==> src/rtl/pipe_mac_mul.sv <==
`timescale 1ns/1ps
// pipe_mac_mul: pipelined N x N multiplier with an optional wide accumulator.
// Operands can be signed or unsigned, chosen per beat.
// Valid/ready flow control: the whole pipe advances or freezes as one.
// Stage 1 registers the operands. Middle stages carry the extended product.
// The last stage is the output/accumulate register.
module pipe_mac_mul #(
  parameter int N      = 8,
  parameter int STAGES = 3,
  parameter int ACC_W  = 2*N+8
) (
  input  logic             clk,
  input  logic             rst,
  input  logic             in_valid,
  output logic             in_ready,
  input  logic [N-1:0]     a,
  input  logic [N-1:0]     b,
  input  logic             signed_mode,
  input  logic             acc_en,
  input  logic             acc_clr,
  output logic             out_valid,
  input  logic             out_ready,
  output logic [ACC_W-1:0] p
);

  localparam int MID = STAGES - 2;
  localparam int PW  = 2*N;

  // Widen an operand to 2N bits, sign- or zero-extended by the beat's mode.
  // The low 2N bits of the widened product are then correct in both modes.
  function automatic logic signed [PW-1:0] widen_op(input logic [N-1:0] x,
                                                    input logic sgn);
    widen_op = {{N{sgn & x[N-1]}}, x};
  endfunction

  // Extend a 2N-bit product to the accumulator width.
  function automatic logic [ACC_W-1:0] extend_prod(input logic [PW-1:0] x,
                                                   input logic sgn);
    logic [ACC_W-1:0] r;
    r = '0;
    r[PW-1:0] = x;
    for (int i = PW; i < ACC_W; i++) r[i] = sgn & x[PW-1];
    return r;
  endfunction

  logic adv;
  logic vld_p0, sm_p0, ae_p0, ac_p0;
  logic [N-1:0] a_p0, b_p0;
  logic signed [PW-1:0] op_a_p0, op_b_p0, prod_p0;
  logic [ACC_W-1:0] ext_p0;

  logic [ACC_W-1:0] ext_q;
  logic vld_q, ae_q, ac_q;

  logic [ACC_W-1:0] acc, acc_sum, res;

  // The pipe moves only when the output register is free or being drained.
  assign adv      = ~out_valid | out_ready;
  assign in_ready = adv;

  // ---- stage 1: input register ----
  // Stage 1 valid bit.
  always_ff @(posedge clk or posedge rst) begin
    if (rst) vld_p0 <= 1'b0;
    else if (adv) vld_p0 <= in_valid;
  end

  // Stage 1 operand and per-beat mode capture.
  always_ff @(posedge clk) begin
    if (adv) begin
      a_p0  <= a;
      b_p0  <= b;
      sm_p0 <= signed_mode;
      ae_p0 <= acc_en;
      ac_p0 <= acc_clr;
    end
  end

  // Product of the stage 1 operands, extended to the accumulator width.
  always_comb begin
    op_a_p0 = widen_op(a_p0, sm_p0);
    op_b_p0 = widen_op(b_p0, sm_p0);
    prod_p0 = op_a_p0 * op_b_p0;
    ext_p0  = extend_prod(prod_p0, sm_p0);
  end

  // ---- stages 2..STAGES-1: product pipeline ----
  if (MID == 0) begin : g_direct
    assign ext_q = ext_p0;
    assign vld_q = vld_p0;
    assign ae_q  = ae_p0;
    assign ac_q  = ac_p0;
  end else begin : g_mid
    logic [ACC_W-1:0] ext_p1 [MID];
    logic [MID-1:0]   vld_p1, ae_p1, ac_p1;

    // Valid bits shift along the product stages.
    always_ff @(posedge clk or posedge rst) begin
      if (rst) vld_p1 <= '0;
      else if (adv) begin
        vld_p1[0] <= vld_p0;
        for (int i = 1; i < MID; i++) vld_p1[i] <= vld_p1[i-1];
      end
    end

    // Extended product and accumulate controls shift with their valid bit.
    always_ff @(posedge clk) begin
      if (adv) begin
        ext_p1[0] <= ext_p0;
        ae_p1[0]  <= ae_p0;
        ac_p1[0]  <= ac_p0;
        for (int i = 1; i < MID; i++) begin
          ext_p1[i] <= ext_p1[i-1];
          ae_p1[i]  <= ae_p1[i-1];
          ac_p1[i]  <= ac_p1[i-1];
        end
      end
    end

    assign ext_q = ext_p1[MID-1];
    assign vld_q = vld_p1[MID-1];
    assign ae_q  = ae_p1[MID-1];
    assign ac_q  = ac_p1[MID-1];
  end

  // ---- stage STAGES: output / accumulate register ----
  // Select plain product or wrapped running sum. acc_clr only matters with acc_en.
  always_comb begin
    acc_sum = acc + ext_q;
    res     = (ae_q & ~ac_q) ? acc_sum : ext_q;
  end

  // Output register and accumulator. Bubbles leave both untouched.
  always_ff @(posedge clk or posedge rst) begin
    if (rst) begin
      out_valid <= 1'b0;
      p         <= '0;
      acc       <= '0;
    end else if (adv) begin
      out_valid <= vld_q;
      if (vld_q) begin
        p <= res;
        if (ae_q) acc <= res;
      end
    end
  end

endmodule

==> config.mk <==
export PLATFORM = sky130hd
export DESIGN_NAME = pipe_mac_mul
export DESIGN_NICKNAME = d
export VERILOG_FILES = /design/src/rtl/pipe_mac_mul.sv
export SDC_FILE = /design/constraint.sdc
export NUM_CORES = 1
export LEC_CHECK = 0
export CAP_MARGIN = 20
export CORE_MARGIN = 3
export CORE_UTILIZATION = 49
export DETAILED_ROUTE_END_ITERATION = 8
export DONT_BUFFER_PORTS = 1
export HOLD_SLACK_MARGIN = 0.05
export SKIP_CTS_REPAIR_TIMING = 1
export SLEW_MARGIN = 40
export SYNTH_ARGS = -nofsm -noshare
export SYNTH_HDL_FRONTEND = slang
export SYNTH_SLANG_ARGS = --single-unit
export TNS_END_PERCENT = 20
==> constraint.sdc <==
create_clock -name clk -period 10.25 [get_ports clk]
set_input_delay 1.5375 -clock clk [delete_from_list [all_inputs] [get_ports clk]]
set_output_delay 1.5375 -clock clk [all_outputs]
set_load 0.005 [all_outputs]
# Word level (Yosys, flattened, before mapping)
# Memories as Yosys holds them, arrays and structs flattened.
# Cells that the tools add are included.
[totals] latch_bits=0 reg_bits=72 mem_bits_ro=0 memories=1 ramBits=24 input_bits=23
[op_classes] n_mul=1 n_bitwise=7 n_reduce_logical=2 mux=3 eq_ne=0 n_div=0 add_sub_neg=1 shift=0 magnitude_cmp=0
[memory_table] name="g_mid.ext_p1" words=1 width=24 rd=1 rd_clocked_by_memory_dff=0 write_ports=1 line_no="94" rtl="logic [ACC_W-1:0] ext_p1 [MID];"
[ops] operator="adder 24 bit" count=1
[ops] operator="two-way mux 24 bit" count=1
[ops] operator="multiplier 9 x 9 -> 16 bit" count=1
[ops] operator="AND 1 bit" count=4
[ops] operator="AND reduction 3 bit" count=1
[ops] operator="two-way mux 1 bit" count=2
[ops] operator="inverter 1 bit" count=2
[ops] operator="AND reduction 2 bit" count=1
[ops] operator="bitwise OR 1 bit" count=1

# Depth between registers and ports, before layout
# Gate-level depths: netlist of run 1.
[depth] ltp_word=4 depth_mapped=20 mapped_depth_nobuf=19

# Least setup slack after synthesis of run 1
# OpenSTA, ideal clock, no wires.
[synth_timing] path_type="register to register" from="register b_p0[7]" to="memory g_mid.ext_p1[0][22] (netlist bit), data pin" n_path_buf=1 arrival_time_ns=5.140 slack_ns=4.856 stages_incl_launch_ff=20 cell_sequence="edfxtp_1 > clkbuf_1 > nand2_1 > or2_2 > fa_1 > fa_1 > inv_1 > fa_1 > fa_1 > inv_1 > fa_1 > inv_1 > ha_1 > a21oi_1 > o21bai_1 > a21oi_1 > o21ai_0 > a31oi_1 > xnor2_1 > and2_1"
[synth_between] elab_chain_len=3
[synth_lines] item="start, declared" line_no="48" rtl="logic [N-1:0] a_p0, b_p0;"
[synth_lines] item="start signal, assigned" line_no="72" rtl="b_p0 <= b;"
[synth_lines] item="AND 1 bit" line_no="33" rtl="widen_op = {{N{sgn & x[N-1]}}, x};"
[synth_lines] item="multiplier 9 x 9 -> 16 bit (*)" line_no="83" rtl="prod_p0 = op_a_p0 * op_b_p0;"
[synth_lines] item="named net ext_p0[15]" line_no="50" rtl="logic [ACC_W-1:0] ext_p0;"
[synth_lines] item="AND 1 bit (*)"
[synth_lines] item="named net ext_p0[16]" line_no="50"
[synth_lines] item="end, declared" line_no="94"
# Mark *: on every way through the listed nets, which the timed path passes. The rest lies on a longest branch.

# Worst setup path after layout of run 1
[layout_timing] from="register sm_p0" to="memory g_mid.ext_p1[0][22] (netlist bit), data pin"
[layout_between] elab_chain_len=3 elab_cells_between_ends=4
[layout_lines] item="start, declared" line_no="47" rtl="logic vld_p0, sm_p0, ae_p0, ac_p0;"
[layout_lines] item="start signal, assigned" line_no="73" rtl="sm_p0 <= signed_mode;"
[layout_lines] item="AND 1 bit" line_no="33"
[layout_lines] item="multiplier 9 x 9 -> 16 bit (*)" line_no="83"
[layout_lines] item="named net ext_p0[15]" line_no="50"
[layout_lines] item="AND 1 bit (*)"
[layout_lines] item="named net ext_p0[16]" line_no="50"
# Marked as above.

==> impl_metrics.tcl, run 1 <==
set metrics [dict create \
    outcome "finished, final reports clean" \
    fmax_mhz 174.2 \
    cp-start-kind "flip-flop" \
    cts.sinks 89 \
    critical_path.max_stage_delay_ps 550 \
    synth.distinct_cells 53 \
    firstDrtPassIters 4 \
    cts_buffer_depth 2 \
    fillCellCount 1256 \
    ys_seq_area_share_pct 34.28 \
    required_ps 10360 \
    drive_gt1_share_pct 6.232 \
    crit_type "flip-flop to flip-flop" \
    antenna_found_initial 0 \
    period_share_pct 56.00 \
    die_y_um 126.0 \
    drtIter0Drc 203 \
    grt_max_degree 44 \
    timing.setup.tns_ps 0 \
    crit_chain "nand2_1 > or2_2 > fa_1 > fa_1 > inv_1 > fa_1 > fa_1 > inv_1 > fa_1 > inv_1 > ha_1 > a21oi_1 > o21bai_1 > a21oi_1 > o21ai_0 > a31oi_1 > xnor2_1 > and2_1" \
    drtAntennaViolNets 0 \
    grt_setup_unrepaired "no" \
    ys_async_sr_fraction_pct 57.30 \
    drv_cap 0 \
    synthSimpleGateAreaFrac_pct 13.34 \
    antenna_cells 0 \
    fp.dieArea_um2 15870 \
    syn_nets 853 \
    dieWidth_um 126.0 \
    synth_top_family_by_area "adder cells" \
    cts_tree "done" \
    via_per_inst 5.312 \
    crit_fanout 10 \
    synth_commonest_cells "nand2_1 (103), inv_1 (93), fa_1 (64), ha_1 (56), o21ai_0 (55)" \
    synth_most_common_cell "nand2_1" \
    syn_area_um2 7052 \
    syn-instance-count 710 \
    min_from "ac_p0" \
    synth-edff-count 38 \
    io_pins 49 \
    vias 4706 \
    worst_pin_slew_ps 696.9 \
    synth-seq-cells 89 \
    cp-end-kind "flip-flop" \
    syn_to_final_growth_pct 6.441 \
    synthTopCellsByArea "fa_1 (18%), dfrtp_1 (18%), edfxtp_1 (16%)" \
    yosys_warnings 0 \
    clock-skew-final_ps 9.318 \
    hold_class "flip-flop to flip-flop" \
    r2r-start "sm_p0" \
    synthAdderAreaFrac_pct 28.11 \
    hold_viol 0 \
    grt.total_usage_pct 17.98 \
    setup_viol 0 \
    cp-startpoint "sm_p0" \
    synth-compound-area-share_pct 12.62 \
    routed_wl_um 13340 \
    maxSlewHeadroom_pct 53.05 \
    maxSlewViolCount 0 \
    grt_pass1_wl_um 23100 \
    netlist.area_leader.share_pct 18.17 \
    start_util_pct 50.41 \
    htreeDepth 3 \
    grt-ovfl-total 0 \
    cts.clk_slew.worst_paths_ps 70 \
    cp_common_cell "fa_1" \
    synth_mux_area_share_pct 1.526 \
    drt-wirelength-per-cell_um 15.05 \
    root_buffer "clkbuf_16" \
    synth_xor_area_share_pct 3.850 \
    synthFlopType "dfrtp_1" \
    dpl.hpwl_um 10640 \
    drc 0 \
    clk_latency_ps 350 \
    grt_pass1_vias 4906 \
    cp.arrival_ps 5850 \
    critical-path-slowest-cell "fa_1" \
    gp_congestion 0.8711 \
    syn_area_per_cell_um2 9.932 \
    rows 43 \
    layout_min_cycle_time_ps 5740 \
    port_buffers 0 \
    fin_nets 844 \
    numCtsBuffers 9 \
    synth_largest_area_cell "fa_1" \
    core_area_um2 13990 \
]
[final timing paths]
check	end	slack, ps	depth (start not counted)
min	ac_q	420	0
max reg2reg	g_mid.ext_p1[0][22]	4510	18
max	g_mid.ext_p1[0][22]	4510	18
min reg2reg	ac_q	420	0
min in group asynchronous	p[16]	1070	1
max in group asynchronous	p[1]	8420	2
[final cells by class]
class	count	area [µm²]	area share [%]
Sequential cell	89	2417	32.21
Clock buffer	9	225.2	3.000
Tap cell	180	225.2	3.000
Multi-Input combinational cell	503	4197	55.91
Inverter	93	349.1	4.651
Timing Repair Buffer	5	37.54	0.5001
Clock inverter	7	55.05	0.7335
[worst max-delay path: cells and delay by family (launching register included)]
family          cells  cell delay [ps]
fa+ha+maj           6             2910
simple gates        3              790
flops               1              530
buf+inv             3              140
compound gates      5             1000
xor+xnor            1              120
[placed cells by master (no fill, tap or decap), types with 2 or more instances in the layout]
cell type    n
fa_1        64
xor2_1      10
mux2_2       6
nor3_1       8
and3_1       5
dfrtp_1     51
o21a_1       3
nand2_1    103
o31ai_1      2
inv_4        2
nand4_1      2
a31oi_1      7
and2_1      31
or3_1        4
a21oi_1     41
and4_1       2
nand3_1      7
ha_1        56
mux2i_1      4
nor2b_1      4
inv_6        3
or2_2        4
nand2b_1     4
edfxtp_1    38
inv_1       92
xnor2_1     21
a21o_1       7
o21bai_1     6
o211ai_1     4
a211oi_1     3
o21ai_0     55
buf_4        5
nor2_1      17
clkbuf_16    9
[registers in the layout, summed over array words and instances (netlist names)]
| name | count |
|---|---|
| out_valid | 1 |
| acc | 24 |
| sm_p0 | 1 |
| ac_p0 | 1 |
| g_mid.vld_p1 | 1 |
| ae_q | 1 |
| p | 24 |
| g_mid.ext_p1 | 17 |
| ae_p0 | 1 |
| vld_p0 | 1 |
| a_p0 | 8 |
| b_p0 | 8 |
| ac_q | 1 |
[cell families after synthesis]
logic type / Yosys count
xor gates and xnor gates: 31
adders and majority gates: 120
buffers and inverters: 118
DFF: 89
muxes: 10
AOI/OAI and AO/OA: 144
and+or+nand+nor: 198
[layer usage]
layer  track usage, %  up-vias  wire (µm)
met5                0        -          0
met1            22.27     2244       5941
met4            7.382        0        393
li1                 -     2350          -
met2            30.61       80       6582
met3            3.902       32        420
[stage by stage]
step | worst slack [ps] | area (µm²) | hold WS, ps | cells | utilization [%]
2_1_floorplan | 4856 | 7052 | 400.3 | 710 | -
3_3_place_gp | 4613 | 7223 | 411.4 | 870 | 51.64
3_5_place_dp | 4484 | 7226 | 416.7 | 870 | 51.65
4_1_cts | 4469 | 7506 | 431.3 | 886 | 53.66
5_1_grt | 4091 | 7506 | 428.8 | 886 | 53.66
6_report | 4510 | 7506 | 421.2 | 886 | 53.66
Power of run 1 is not shown: default switching activity piles up to over one toggle a cycle in this logic, so the estimate is an artifact.
==> run 2, diff against run 1 <==
Settings changed: PLACE_DENSITY set to 0.66.
Clock period 10.25 ns to 4.8 ns, I/O delays scaled along.
==> run 2 against run 1 <==
  * The flow now finishes with violations (setup timing)
  * Clock skew grew 1.0 ps
  * Wire length grew 5.5%
  * Via count grew 5.5%
  * Largest cell class unchanged
  * Highest routed layer unchanged
==> impl_metrics.tcl, run 2 (same netlist as run 1, synthesis figures left out) <==
set metrics [dict create \
    required_ps 4920 \
    grt_max_degree 52 \
    cp.arrival_ps 4970 \
    start_util_pct 50.41 \
    drive_gt1_share_pct 14.15 \
    fillCellCount 1202 \
    numCtsBuffers 9 \
    reg2reg_depth 19 \
    grt.total_usage_pct 18.38 \
    layout_common_cells "nand2_1 (101), inv_1 (87), fa_1 (64), o21ai_0 (54)" \
    cp-startpoint "a_p0[5]" \
    crit_fanout 3 \
    seqCellArea_um2 2417 \
    pre_cts_ws_ps -80.01 \
    stdcell_count 929 \
    maxSlewHeadroom_pct 53.58 \
    multi_input_area_um2 4305 \
    dpl.hpwl_um 10880 \
    worst_pin_slew_ps 696.3 \
    die_y_um 126.0 \
    r2r_setup_slack_ps -50 \
    largest_registers "acc (24), p (24), g_mid.ext_p1 (17)" \
    maxSlewViolCount 0 \
    grt_pass1_wl_um 23780 \
    cts.sinks 89 \
    crit_type "flip-flop to flip-flop" \
    drtIter0Drc 202 \
    clk_latency_ps 350 \
    cp-start-kind "flip-flop" \
    layout_min_cycle_time_ps 4852 \
    io_pins 49 \
    crit_path_end "g_mid.ext_p1[0][22]" \
    cp-end-kind "flip-flop" \
    cp_common_cell "fa_1" \
    root_buffer "clkbuf_16" \
    drt-wirelength-per-cell_um 15.15 \
    hold_viol 0 \
    period_share_pct 101.1 \
    violations "setup timing" \
    r2r_end "g_mid.ext_p1[0][22]" \
    crit_chain "buf_4 > and2_4 > fa_1 > inv_2 > fa_1 > inv_2 > fa_1 > fa_1 > inv_1 > fa_1 > inv_2 > ha_4 > a21oi_4 > o21bai_1 > a21oi_2 > o21ai_2 > a31oi_1 > xnor2_1 > and2_1" \
    fmax_mhz 206.1 \
    syn_to_final_growth_pct 13.43 \
    firstDrtPassIters 5 \
    outcome "finished, violations left" \
    antenna_found_initial 0 \
    place_inst 895 \
    holdWs_ps 333.1 \
    setup_slack_ps -52.04 \
    clock-skew-final_ps 10.35 \
    drtAntennaViolNets 0 \
    timing.setup.tns_ps -112.0 \
    hold_class "input port to asynchronous set/reset pin" \
    via_per_inst 5.343 \
    critical-path-slowest-cell "fa_1" \
    cts_tree "done" \
    routed_wl_um 14080 \
    setup_viol 3 \
    antenna_cells 0 \
    drv_cap 0 \
    grt_pass1_vias 5163 \
    rows 43 \
    drc 0 \
    cts.clk_slew.worst_paths_ps 70 \
    cts_buffer_depth 2 \
    grt-ovfl-total 0 \
    htreeDepth 3 \
    vias 4964 \
    fp.dieArea_um2 15870 \
    gp_congestion 0.9124 \
    layout_commonest_cell "nand2_1" \
    grt_setup_unrepaired "yes" \
    dieWidth_um 126.0 \
    port_buffers 0 \
    fin_nets 887 \
    r2r-start "a_p0[5]" \
    critical_path.max_stage_delay_ps 540 \
    core_area_um2 13990 \
]
[run 2: cell types whose count changed in the layout (fill, tap and decap cells not counted), moves of 3 or more]
cell     before  now
inv_2         1    5
inv_1        92   87
buf_4         5   48
ha_4          0    5
a21oi_1      41   37
ha_1         56   51
a21oi_2       0    3
[run 2: critical path: cells and delay by family (launching register included)]
kind / cells / cell delay, ps
fa+ha+maj: 6 / 2760
simple gates: 2 / 280
flops: 1 / 420
xor+xnor: 1 / 110
compound gates: 5 / 700
buf+inv: 5 / 350
[run 2: final cells by class]
class	instances	share of cell area, %
Sequential cell	89	30.22
Tap cell	180	2.816
Inverter	93	4.395
Clock buffer	11	3.175
Timing Repair Buffer	48	4.505
Multi-Input combinational cell	503	53.82
Clock inverter	5	1.064
[run 2: metal layers]
metal	global-route usage, %	part of all wire (%)	vias up
met5	0	0	-
met3	4.156	3.6	32
met1	22.57	44	2384
li1	-	-	2432
met4	8.013	2.9	0
met2	31.17	50	116
[run 2: worst min path at each step]
stage                        to  cells past startpoint  slack, ps
after floorplan            ac_q                      0        400
after global placement     ac_q                      0        400
after detailed placement   ac_q                      0        410
after CTS                 p[12]                      1        350
after global routing      p[11]                      1        390
final                     p[11]                      1        330
[run 2: stage by stage]
| step | utilization [%] | cell area, µm² |
|---|---|---|
| 5_1_grt | 57.18 | 7999 |
| 3_5_place_dp | 53.30 | 7456 |
| 2_1_floorplan | - | 7113 |
| 3_3_place_gp | 53.26 | 7451 |
| 4_1_cts | 55.72 | 7795 |
| 6_report | 57.18 | 7999 |
Power of run 2 is left out for the same reason.
==> run 3, diff against run 2 <==
Settings changed: PLACE_DENSITY 0.66 to not set, SLEW_MARGIN 40 to not set.
Clock period 4.8 ns to 5.9 ns, I/O delays scaled along.
==> run 3 against run 2 <==
  * The flow now finishes without violations
  * Utilization fell by 3.4 points
  * Hold slack better by 74 ps
  * Critical path depth fell by 1
  * Highest routed layer unchanged
==> impl_metrics.tcl, run 3 (same netlist as run 1, synthesis figures left out) <==
set metrics [dict create \
    outcome "finished, final reports clean" \
    largest_registers "acc (24), p (24), g_mid.ext_p1 (17)" \
    cp_common_cell "fa_1" \
    drtAntennaViolNets 0 \
    rows 43 \
    root_buffer "clkbuf_16" \
    path_delay_family "adder cells" \
    htreeDepth 3 \
    maxSlewViolCount 0 \
    hold_viol 0 \
    crit_buf_inv 3 \
    dieWidth_um 126.0 \
    crit_fanout 10 \
    grt_setup_unrepaired "no" \
    drtIter0Drc 209 \
    routed_wl_um 13470 \
    firstDrtPassIters 4 \
    cp-startpoint "sm_p0" \
    drive_gt1_share_pct 6.065 \
    holdWs_ps 406.7 \
    cp.arrival_ps 5610 \
    critical-path-slowest-cell "fa_1" \
    drv_cap 0 \
    r2r_setup_slack_ps 390 \
    required_ps 6000 \
    critical_path.max_stage_delay_ps 540 \
    cts_buffer_depth 2 \
    r2r_end "g_mid.ext_p1[0][22]" \
    die_y_um 126.0 \
    grt_max_degree 52 \
    cts.clk_slew.worst_paths_ps 60 \
    syn_to_final_growth_pct 6.689 \
    maxSlewHeadroom_pct 22.37 \
    fmax_mhz 181.6 \
    via_per_inst 5.313 \
    fp.dieArea_um2 15870 \
    cp-end-kind "flip-flop" \
    cts_tree "done" \
    grt_pass1_wl_um 23090 \
    dpl.hpwl_um 10570 \
    antenna_cells 0 \
    grt.total_usage_pct 17.90 \
    layout_min_cycle_time_ps 5507 \
    vias 4723 \
    layout_common_cells "nand2_1 (103), inv_1 (92), fa_1 (64), ha_1 (56), o21ai_0 (55)" \
    fin_nets 847 \
    io_pins 49 \
    clk_latency_ps 350 \
    drt-wirelength-per-cell_um 15.15 \
    worst_pin_slew_ps 1162 \
    drc 0 \
    antenna_found_initial 0 \
    hold_class "input port to asynchronous set/reset pin" \
    r2r-start "sm_p0" \
    gp_congestion 0.8487 \
    crit_type "flip-flop to flip-flop" \
    cp-start-kind "flip-flop" \
    layout_commonest_cell "nand2_1" \
    core_area_um2 13990 \
    port_buffers 0 \
    cts.sinks 89 \
    setup_viol 0 \
    period_share_pct 93.35 \
    reg2reg_depth 18 \
    clock-skew-final_ps 7.302 \
    cp_num_cells 18 \
    numCtsBuffers 9 \
    timing.setup.tns_ps 0 \
    grt-ovfl-total 0 \
    crit_path_end "g_mid.ext_p1[0][22]" \
    start_util_pct 50.41 \
    crit_chain "nand2_1 > or2_2 > fa_1 > fa_1 > inv_1 > fa_1 > fa_1 > inv_1 > fa_1 > inv_1 > ha_1 > a21oi_1 > o21bai_1 > a21oi_1 > o21ai_0 > a31oi_1 > xnor2_1 > and2_1" \
    grt_pass1_vias 4863 \
]
==> run 3: cell count changes in the layout (fill, tap and decap cells not counted), sizes merged <==
cell,before,now
clkbuf,11,12
clkinvlp,0,1
bufinv,2,0
buf,48,8
==> run 3: final cells by class <==
cell class | count | area, µm²
inverters | 93 | 349.1
fillers | 1279 | 6465
flip-flops and latches | 89 | 2417
repair buffers | 8 | 72.57
clock inverters | 4 | 28.78
multi-input cells | 503 | 4194
clock buffers | 12 | 236.5
well taps | 180 | 225.2
==> run 3: metrics by stage <==
stage | std cells | utilization, % | instance area, µm² | setup slack [ps]
after floorplan | 710 | - | 7052 | 505.6
after global placement | 872 | 51.74 | 7238 | 460.9
after detailed placement | 872 | 51.74 | 7238 | 361.4
after CTS | 888 | 53.64 | 7503 | 340.2
after global routing | 889 | 53.78 | 7523 | 78.24
final | 889 | 53.78 | 7523 | 392.5
==> run 3: routing by layer <==
metal | vias up | global-route usage [%] | part of all wire (%) | wire length (µm)
met5 | - | 0 | 0 | 0
met4 | 0 | 6.814 | 2.8 | 372
met3 | 25 | 3.690 | 3.2 | 426
met2 | 81 | 29.80 | 49 | 6571
met1 | 2274 | 23.16 | 45 | 6094
li1 | 2343 | - | - | -
==> run 3: how the worst min path moves through the flow <==
| stage | to | slack, ps | cells past startpoint |
|---|---|---|---|
| finish | p[17] | 410 | 1 |
| global route | ac_q | 430 | 0 |
| CTS | ae_q | 420 | 0 |
| detailed placement | ae_q | 410 | 0 |
| global placement | ae_q | 410 | 0 |
| floorplan | ac_q | 400 | 0 |
==> run 3: worst register-to-register path, stage by stage, from the launching register on <==
cell and delay (ps):
edfxtp_1 520, nand2_1 120, or2_2 300, fa_1 500
fa_1 540, inv_1 50, fa_1 500, fa_1 540
inv_1 50, fa_1 490, inv_1 40, ha_1 320
a21oi_1 220, o21bai_1 90, a21oi_1 230, o21ai_0 200
a31oi_1 270, xnor2_1 120, and2_1 160
Power of run 3 is left out for the same reason.
